`src/rtl/acc_frame_sum_if.sv`:
```
// acc_frame_sum_if
// Handshake and result bundle for the accumulator front end.
//   start     - one-cycle frame request (master -> slave)
//   in_valid  - sample valid (master -> slave)
//   in_data   - unsigned sample, WIDTH bits (master -> slave)
//   in_ready  - slave can take a sample this cycle (slave -> master)
//   sum       - running / final frame sum, WIDTH bits (slave -> master)
//   busy      - frame in progress (slave -> master)
//   done      - one-cycle pulse, sum is final (slave -> master)
//   overflow  - sticky per-frame carry-out flag (slave -> master)
interface acc_frame_sum_if #(
  parameter int WIDTH = 8
);
  logic             start;
  logic             in_valid;
  logic [WIDTH-1:0] in_data;
  logic             in_ready;
  logic [WIDTH-1:0] sum;
  logic             busy;
  logic             done;
  logic             overflow;

  modport master (
    output start, in_valid, in_data,
    input  in_ready, sum, busy, done, overflow
  );

  modport slave (
    input  start, in_valid, in_data,
    output in_ready, sum, busy, done, overflow
  );
endinterface

```
`src/rtl/acc_frame_sum.sv`:
```
// acc_frame_sum
// Accepts a frame of COUNT unsigned samples over a valid/ready handshake and
// sums them. The final sum is held from DONE until the next accepted start so
// the downstream output register can capture it on the done pulse.
// Ports:
//   clk    - rising-edge clock
//   rst_n  - synchronous, active-low reset
//   bus    - acc_frame_sum_if slave modport (start, in_valid, in_data in;
//            in_ready, sum, busy, done, overflow out)
// Parameters:
//   WIDTH  - sample and sum width
//   COUNT  - samples per frame, 1..255
// Compile-time option:
//   ACC_SATURATE_EN - when defined the sum clamps to all-ones on carry-out;
//                     otherwise the sum wraps modulo 2^WIDTH.
module acc_frame_sum #(
  parameter int WIDTH = 8,
  parameter int COUNT = 4
) (
  input  logic                 clk,
  input  logic                 rst_n,
  acc_frame_sum_if.slave       bus
);

  typedef enum logic [1:0] {
    S_IDLE  = 2'd0,
    S_ACCUM = 2'd1,
    S_DONE  = 2'd2
  } state_t;

  localparam logic [7:0] CNT_LAST = 8'(COUNT - 1);

  state_t           state_q;
  logic [WIDTH-1:0] sum_q;
  logic [WIDTH-1:0] sum_d;
  logic [7:0]       cnt_q;
  logic             ovf_q;
  logic             in_ready_q;
  logic             busy_q;
  logic             done_q;

  logic [WIDTH:0]   add_s;
  logic             carry_s;
  logic             accept_s;
  logic             last_s;

  // Extra top bit of the adder catches the carry-out.
  assign add_s    = {1'b0, sum_q} + {1'b0, bus.in_data};
  assign carry_s  = add_s[WIDTH];
  assign accept_s = bus.in_valid & in_ready_q;
  assign last_s   = (cnt_q == CNT_LAST);

  // Next sum value for an accepted beat: saturating or wrapping add.
  always_comb begin
    sum_d = add_s[WIDTH-1:0];
`ifdef ACC_SATURATE_EN
    if (carry_s) begin
      sum_d = {WIDTH{1'b1}};
    end else begin
      sum_d = add_s[WIDTH-1:0];
    end
`else
    sum_d = add_s[WIDTH-1:0];
`endif
  end

  // Frame FSM; handshake/status flags are registered alongside the state
  // so they carry no combinational path from the inputs.
  always_ff @(posedge clk) begin
    if (!rst_n) begin
      state_q    <= S_IDLE;
      sum_q      <= {WIDTH{1'b0}};
      cnt_q      <= 8'd0;
      ovf_q      <= 1'b0;
      in_ready_q <= 1'b0;
      busy_q     <= 1'b0;
      done_q     <= 1'b0;
    end else begin
      case (state_q)
        S_IDLE: begin
          done_q <= 1'b0;
          if (bus.start) begin
            state_q    <= S_ACCUM;
            sum_q      <= {WIDTH{1'b0}};
            cnt_q      <= 8'd0;
            ovf_q      <= 1'b0;
            in_ready_q <= 1'b1;
            busy_q     <= 1'b1;
          end else begin
            in_ready_q <= 1'b0;
            busy_q     <= 1'b0;
          end
        end
        S_ACCUM: begin
          if (accept_s) begin
            sum_q <= sum_d;
            cnt_q <= cnt_q + 8'd1;
            ovf_q <= ovf_q | carry_s;
            if (last_s) begin
              state_q    <= S_DONE;
              in_ready_q <= 1'b0;
              busy_q     <= 1'b0;
              done_q     <= 1'b1;
            end else begin
              state_q <= S_ACCUM;
            end
          end else begin
            state_q <= S_ACCUM;
          end
        end
        S_DONE: begin
          // Sum and overflow stay put; only the done pulse ends here.
          state_q    <= S_IDLE;
          in_ready_q <= 1'b0;
          busy_q     <= 1'b0;
          done_q     <= 1'b0;
        end
        default: begin
          state_q    <= S_IDLE;
          in_ready_q <= 1'b0;
          busy_q     <= 1'b0;
          done_q     <= 1'b0;
        end
      endcase
    end
  end

  assign bus.in_ready = in_ready_q;
  assign bus.busy     = busy_q;
  assign bus.done     = done_q;
  assign bus.sum      = sum_q;
  assign bus.overflow = ovf_q;

endmodule

```
`src/flat_wrapper.sv`:
```
// flat-port wrapper written by rule: the top's interface ports become plain ports
module acc_frame_sum_flat 
#(
  parameter int WIDTH = 8,
  parameter int COUNT = 4
)
  (clk, rst_n, bus_start, bus_in_valid, bus_in_data, bus_in_ready, bus_sum, bus_busy, bus_done, bus_overflow);
  acc_frame_sum_if #(.WIDTH(WIDTH)) bus_i ();
  input  logic clk;
  input  logic rst_n;
  input wire logic [$bits(bus_i.start)-1:0] bus_start;
  input wire logic [$bits(bus_i.in_valid)-1:0] bus_in_valid;
  input wire logic [$bits(bus_i.in_data)-1:0] bus_in_data;
  output wire logic [$bits(bus_i.in_ready)-1:0] bus_in_ready;
  output wire logic [$bits(bus_i.sum)-1:0] bus_sum;
  output wire logic [$bits(bus_i.busy)-1:0] bus_busy;
  output wire logic [$bits(bus_i.done)-1:0] bus_done;
  output wire logic [$bits(bus_i.overflow)-1:0] bus_overflow;
  assign bus_i.start = bus_start;
  assign bus_i.in_valid = bus_in_valid;
  assign bus_i.in_data = bus_in_data;
  assign bus_in_ready = bus_i.in_ready;
  assign bus_sum = bus_i.sum;
  assign bus_busy = bus_i.busy;
  assign bus_done = bus_i.done;
  assign bus_overflow = bus_i.overflow;
  acc_frame_sum #(.WIDTH(WIDTH), .COUNT(COUNT)) u_core (.clk(clk), .rst_n(rst_n), .bus(bus_i));
endmodule
```
`config.mk`:
```
export PLATFORM = sky130hd
export DESIGN_NAME = acc_frame_sum_flat
export DESIGN_NICKNAME = d
export VERILOG_FILES = /design/src/rtl/acc_frame_sum_if.sv /design/src/rtl/acc_frame_sum.sv /design/src/flat_wrapper.sv
export SDC_FILE = /design/constraint.sdc
export NUM_CORES = 1
export LEC_CHECK = 0
export ABC_AREA = 1
export BUFFER_PORTS_ARGS = -buffer_cell sky130_fd_sc_hd__buf_4
export CAP_MARGIN = 0
export CELL_PAD_IN_SITES_DETAIL_PLACEMENT = 1
export CELL_PAD_IN_SITES_GLOBAL_PLACEMENT = 1
export CORE_MARGIN = 3
export CORE_UTILIZATION = 42
export CTS_CLUSTER_SIZE = 12
export DETAILED_ROUTE_END_ITERATION = 6
export GPL_TIMING_DRIVEN = 0
export PLACE_DENSITY = 0.93
export SYNTH_ARGS = -nofsm -noshare
export SYNTH_HDL_FRONTEND = slang
export SYNTH_SLANG_ARGS = --single-unit
```
`constraint.sdc`:
```
create_clock -name clk -period 3.5 [get_ports clk]
set_clock_uncertainty 0.1 [all_clocks]
set_input_delay 0.525 -clock clk [delete_from_list [all_inputs] [get_ports clk]]
set_output_delay 0.525 -clock clk [all_outputs]
set_load 0.02 [all_outputs]
```
Word-level counts from Yosys, hierarchy flattened --
Index checks and enable logic that the tools add are counted.
Storage, ports and cells: register bits after elaboration 21, output and inout bits 12, logic and storage cells 37
Operators by class: add/sub/neg operators 2, equality and inequality tests 5, muxes and demuxes 16, bitwise operators 2, reductions and logical operators 6
Operators by type and width (number):
- 8-bit one-hot mux with 2 select lines | 2
- 8-bit two-way mux | 3
- 8-bit by 8-bit adder with 9-bit output | 1
- 8-bit by 1-bit adder with 8-bit output, second input constant | 1
- 8-bit by 2-bit equality test with 1-bit output, second input constant | 1
- 2-bit two-way mux | 3
- 2-bit AND reduction | 3
- 1-bit two-way mux | 5
- 2-bit by 1-bit != test with 1-bit output, second input constant | 2
- 1-bit one-hot mux with 2 select lines | 2
- 2-bit one-hot mux with 2 select lines | 1
- 3-bit AND reduction | 1
- 2-bit by 1-bit equality test with 1-bit output, second input constant | 1
- 2-bit logical NOT | 1
- 2-bit != test, second input constant | 1
- 2-bit nonzero test | 1
- 1-bit AND | 1
- 1-bit bitwise OR | 1

Depth between registers and ports, before layout --
word-level depth 4, depth in mapped cells 10

Worst setup path before layout --
Ideal clock, no wire load.
path kind input to register, start input bus_in_data[0], end register u_core.ovf_q, in the netlist u_core.bus.overflow, setup time 0.122 ns, arrival 1.568 ns, slack 1.710 ns, stages on the path 8, cells stage by stage ha_1 -> fa_1 -> nand2_1 -> nand2_1 -> nand3b_1 -> nor2_1 -> o21ai_0 -> a21oi_1
Between the ends: cells in the longest elaborated chain, start to end 4
RTL lines:
- from (decl) | RTL line flat_wrapper.sv:13 | input wire logic [$bits(bus_i.in_data)-1:0] bus_in_data;
- 8-bit by 8-bit adder with 9-bit output | RTL line acc_frame_sum.sv:48 | assign add_s = {1'b0, sum_q} + {1'b0, bus.in_data};
- 1-bit bitwise OR | RTL line acc_frame_sum.sv:98 | ovf_q <= ovf_q | carry_s;
- 1-bit two-way mux | RTL line acc_frame_sum.sv:95 | if (accept_s) begin
- 1-bit one-hot mux with 2 select lines | RTL line acc_frame_sum.sv:79 | case (state_q)
- to (signal assigned) | RTL line acc_frame_sum.sv:98
- to (decl) | RTL line acc_frame_sum.sv:37 | logic ovf_q;
Every way passes these cells. The select of a mux whose other input is x is not followed. A chain may end at the register's enable or synchronous reset.

Worst setup path in the final report --
start register u_core.sum_q[0], in the netlist u_core.bus.sum[0], end register u_core.ovf_q, in the netlist u_core.bus.overflow
Between the ends: cells in the longest elaborated chain, start to end 4
RTL lines:
- from (decl) | RTL line acc_frame_sum.sv:34 | logic [WIDTH-1:0] sum_q;
- from (signal assigned) | RTL line acc_frame_sum.sv:72 | sum_q <= {WIDTH{1'b0}};
- from (signal assigned) | RTL line acc_frame_sum.sv:84 | sum_q <= {WIDTH{1'b0}};
- from (signal assigned) | RTL line acc_frame_sum.sv:96 | sum_q <= sum_d;
- 8-bit by 8-bit adder with 9-bit output | RTL line acc_frame_sum.sv:48
- 1-bit bitwise OR | RTL line acc_frame_sum.sv:98
- 1-bit two-way mux | RTL line acc_frame_sum.sv:95
- 1-bit one-hot mux with 2 select lines | RTL line acc_frame_sum.sv:79
Every way passes these cells. The select of a mux whose other input is x is not followed.

==> out/metrics.yaml <==
place:
  dp_cells: 230
  dpl.hpwl_mm: 2.641
  placement.io_buffers: 23
  gp_congestion: 0.7593
  placed_area_sq_um: 1481
setup_path:
  crit_family: "adder cells"
  crit_slowest_cell: "fa_1"
  cp.required_ns: 3.61
  cp_common_cell: "nand2_1"
  critPathLaunch: "u_core.bus.sum[0]$_SDFFE_PN0P_"
  worst-setup-path-type: "flip-flop to flip-flop"
  crit_path_end_kind: "flip-flop"
  r2r-start: "u_core.bus.sum[0]$_SDFFE_PN0P_"
  critPathArrivalTime_ns: 1.92
  crit_fanout: 3
  cp.buffers_inverters: 0
  critical_path.cell_chain: "ha_1 -> fa_1 -> nand2_1 -> nand2_1 -> nand3b_1 -> nor2_1 -> o21ai_0 -> a21oi_1"
  critPathLaunchType: "flip-flop"
  slowest_delay_ns: 0.42
power_and_ir_drop:
  p_per_area_nw_per_um2: 321.6
  power.net_switching_w: 0.0001531
  switching_share: 0.3155
  power_frac_comb: 0.223
  p_leak_nw: 0.7243
  internal_power_w: 0.0003322
  seqPwrFrac: 0.521
  clkPwrFrac: 0.256
  vdd_drop_max_mv: 0.1824
timing:
  tightest_slew_ns: 0.2901
  max_freq_mhz: 554.3
  hold-worst-slack_ns: 0.3739
  rsz0062_at_grt: "no"
  setup_viol: 0
  maxSlewViolCount: 0
  timing.slew.headroom: 0.8062
  period_share: 0.5155
  final.setup.tns_ns: 0
  period_needed_ns: 1.804
  hold_viol: 0
cells_and_area:
  drive_above_1_share: 0.2167
  nFillCells: 376
  multi_input_area_sq_um: 733.2
  antennaDiodeCount: 0
  areaGrowthSynthToFinish_pct: 18.82
  nets: 226
  seq_area_sq_um: 420.4
  stdcell_count: 234
  design_area_sq_um: 1509
routing:
  num_vias: 1257
  totalWireLength_mm: 3.390
  drc_errors: 0
  vias_per_cell: 5.372
  drt_iter0_markers: 39
  ant_nets: 0
  routedWlPerCell_um: 14.49
  drt_first_pass_iters: 4
logic_synthesis:
  synth_edf_count: 0
  synth.top_cell.area_share: 0.3310
  yosysTopAreaCell: "dfxtp_1"
  synth_area_sq_um: 1270
  synth-main-ff-cell: "dfxtp_1"
  ys_types: 29
  async_flop_share: 0
  synth_seq_area_share: 0.3310
  ys_warn_count: 0
  synth_nets: 198
  synthTopCellsByArea: "dfxtp_1 33%, nand2_1 13%, ha_1 8.9%, a21oi_1 7.9%, inv_1 5.9%"
  ys_seq_elements: 21
  synth_cells: 176
  syn_avg_cell_area_sq_um: 7.216
clock_tree:
  clockRootBuffer: "clkbuf_4"
  cts_setup_buffers: 0
  cts.hold.buffers_added: 0
  post_cts_resized: 0
  cts_tree: "done"
  h-tree-depth: 1
  cts_buffers: 3
  clock-sinks: 21
  clk_latency_ns: 0.32
  cts_buffer_depth: 2
  path_clk_slew_ns: 0.13
die:
  die_w_um: 60.99
  die_h_um: 60.99
  ios: 24
  initial_core_util: 0.4489
  core_area_sq_um: 2829
  fp.dieArea_sq_um: 3720
  rows: 19
grt:
  antenna_found_initial: 0
  grt_max_degree: 13
  grt_pass1_vias: 1349
  grt-ovfl-total: 0
  grt_pass1_wl_mm: 5.989
  grt_usage: 0.2142
run_status:
  status: "finished clean"
hold_path:
  holdCritPathClass: "flip-flop to flip-flop"
  min_from: "u_core.bus.overflow$_SDFFE_PN0P_"
run:
  maxCapViolCount: 0
[path summary, 6_finish.rpt]
| path | to | slack [ns] | depth (start not counted) |
|---|---|---|---|
| setup / recovery | u_core.bus.overflow$_SDFFE_PN0P_ | 1.70 | 8 |
| hold / removal | u_core.bus.overflow$_SDFFE_PN0P_ | 0.37 | 2 |
| setup reg to reg | u_core.bus.overflow$_SDFFE_PN0P_ | 1.70 | 8 |
| hold reg to reg | u_core.bus.overflow$_SDFFE_PN0P_ | 0.37 | 2 |
[sequential cells by signal (all words and copies together) (netlist names)]
name / flops
u_core.cnt_q: 8
u_core.bus.overflow: 1
u_core.state_q: 2
u_core.bus.in_ready: 1
u_core.bus.sum: 8
u_core.bus.done: 1
[cell type report]
| class | count | share of cell area |
|---|---|---|
| tap | 31 | 0.02570 |
| inverter | 24 | 0.06219 |
| buffer | 2 | 0.01493 |
| clock inverter | 1 | 0.003317 |
| clock buffer | 3 | 0.01493 |
| sequential | 21 | 0.2786 |
| timing repair buffer | 23 | 0.1144 |
| multi-input combinational | 129 | 0.4859 |
[cell usage after synthesis, types with 2 or more instances]
cell type  number
nand3_1         8
a21oi_1        20
inv_2           2
o21ai_0        10
nor2_1         13
nand2_2         4
nor3_1          4
dfxtp_1        21
inv_1          20
ha_1            9
nand3b_1        2
nand2_1        43
nand4_1         4
[cell usage in the layout, fill, tap and decap left out]
master and instances:
nand2_1 43, buf_4 24, dfxtp_1 21, inv_1 20
a21oi_1 20, nor2_1 13, o21ai_0 10, ha_1 9
nand3_1 8, nand2_2 4, nor3_1 4, nand4_1 4
clkbuf_4 3, inv_2 2, clkinv_2 2, nand3b_1 2
nand3_2 1, nor2_8 1, inv_4 1, nand2_4 1
xor2_1 1, buf_8 1, nand3_4 1, nor2_4 1
or2_2 1, xnor2_1 1, o21a_1 1, o21ai_1 1
a21oi_2 1, fa_1 1
[worst reg2reg max path, stage by stage (launching register included)]
cell      delay, ns
dfxtp_1        0.36
ha_1           0.24
fa_1           0.42
nand2_1        0.09
nand2_1        0.08
nand3b_1       0.13
nor2_1         0.05
o21ai_0        0.15
a21oi_1        0.09
[per-layer routing]
| layer | routed length (um) | share of wire | GRT usage | up-vias |
|---|---|---|---|---|
| met4 | 44 | 0.013 | 0.06811 | 0 |
| met3 | 106 | 0.031 | 0.03191 | 6 |
| met1 | 1522 | 0.45 | 0.2670 | 604 |
| li1 | - | - | - | 630 |
| met5 | 0 | 0 | 0 | - |
| met2 | 1716 | 0.51 | 0.3771 | 17 |
[metrics by stage]
stage / util / setup slack, ns / power (W)
CTS: 0.5334 / 1.690 / 0.0004917
detailed placement: 0.5237 / 1.424 / 0.0003659
finish: 0.5334 / 1.696 / 0.0004854
global route: 0.5334 / 1.567 / 0.0005158
floorplan: - / 1.710 / 0.0003255
global placement: 0.5237 / 1.455 / 0.0003592
[power groups by stage]
stage	clock [W]	sequential, W	combinational (W)
final	0.000124	0.000253	0.000108
after global routing	0.000141	0.000254	0.000120
after CTS	0.000130	0.000253	0.000109
after detailed placement	0	0.000258	0.000107
after global placement	0	0.000257	0.000102
after floorplan	0	0.000263	0.0000621
[cells by family after synthesis]
family / share of synthesized area
AO/OA/AOI/OAI: 0.1350
XOR/XNOR: 0.01380
adder cells (fa/ha/maj): 0.1044
buffers and inverters: 0.09162
flip-flops: 0.3310
AND/OR/NAND/NOR: 0.3241
Power figures use the tool's default switching activity.
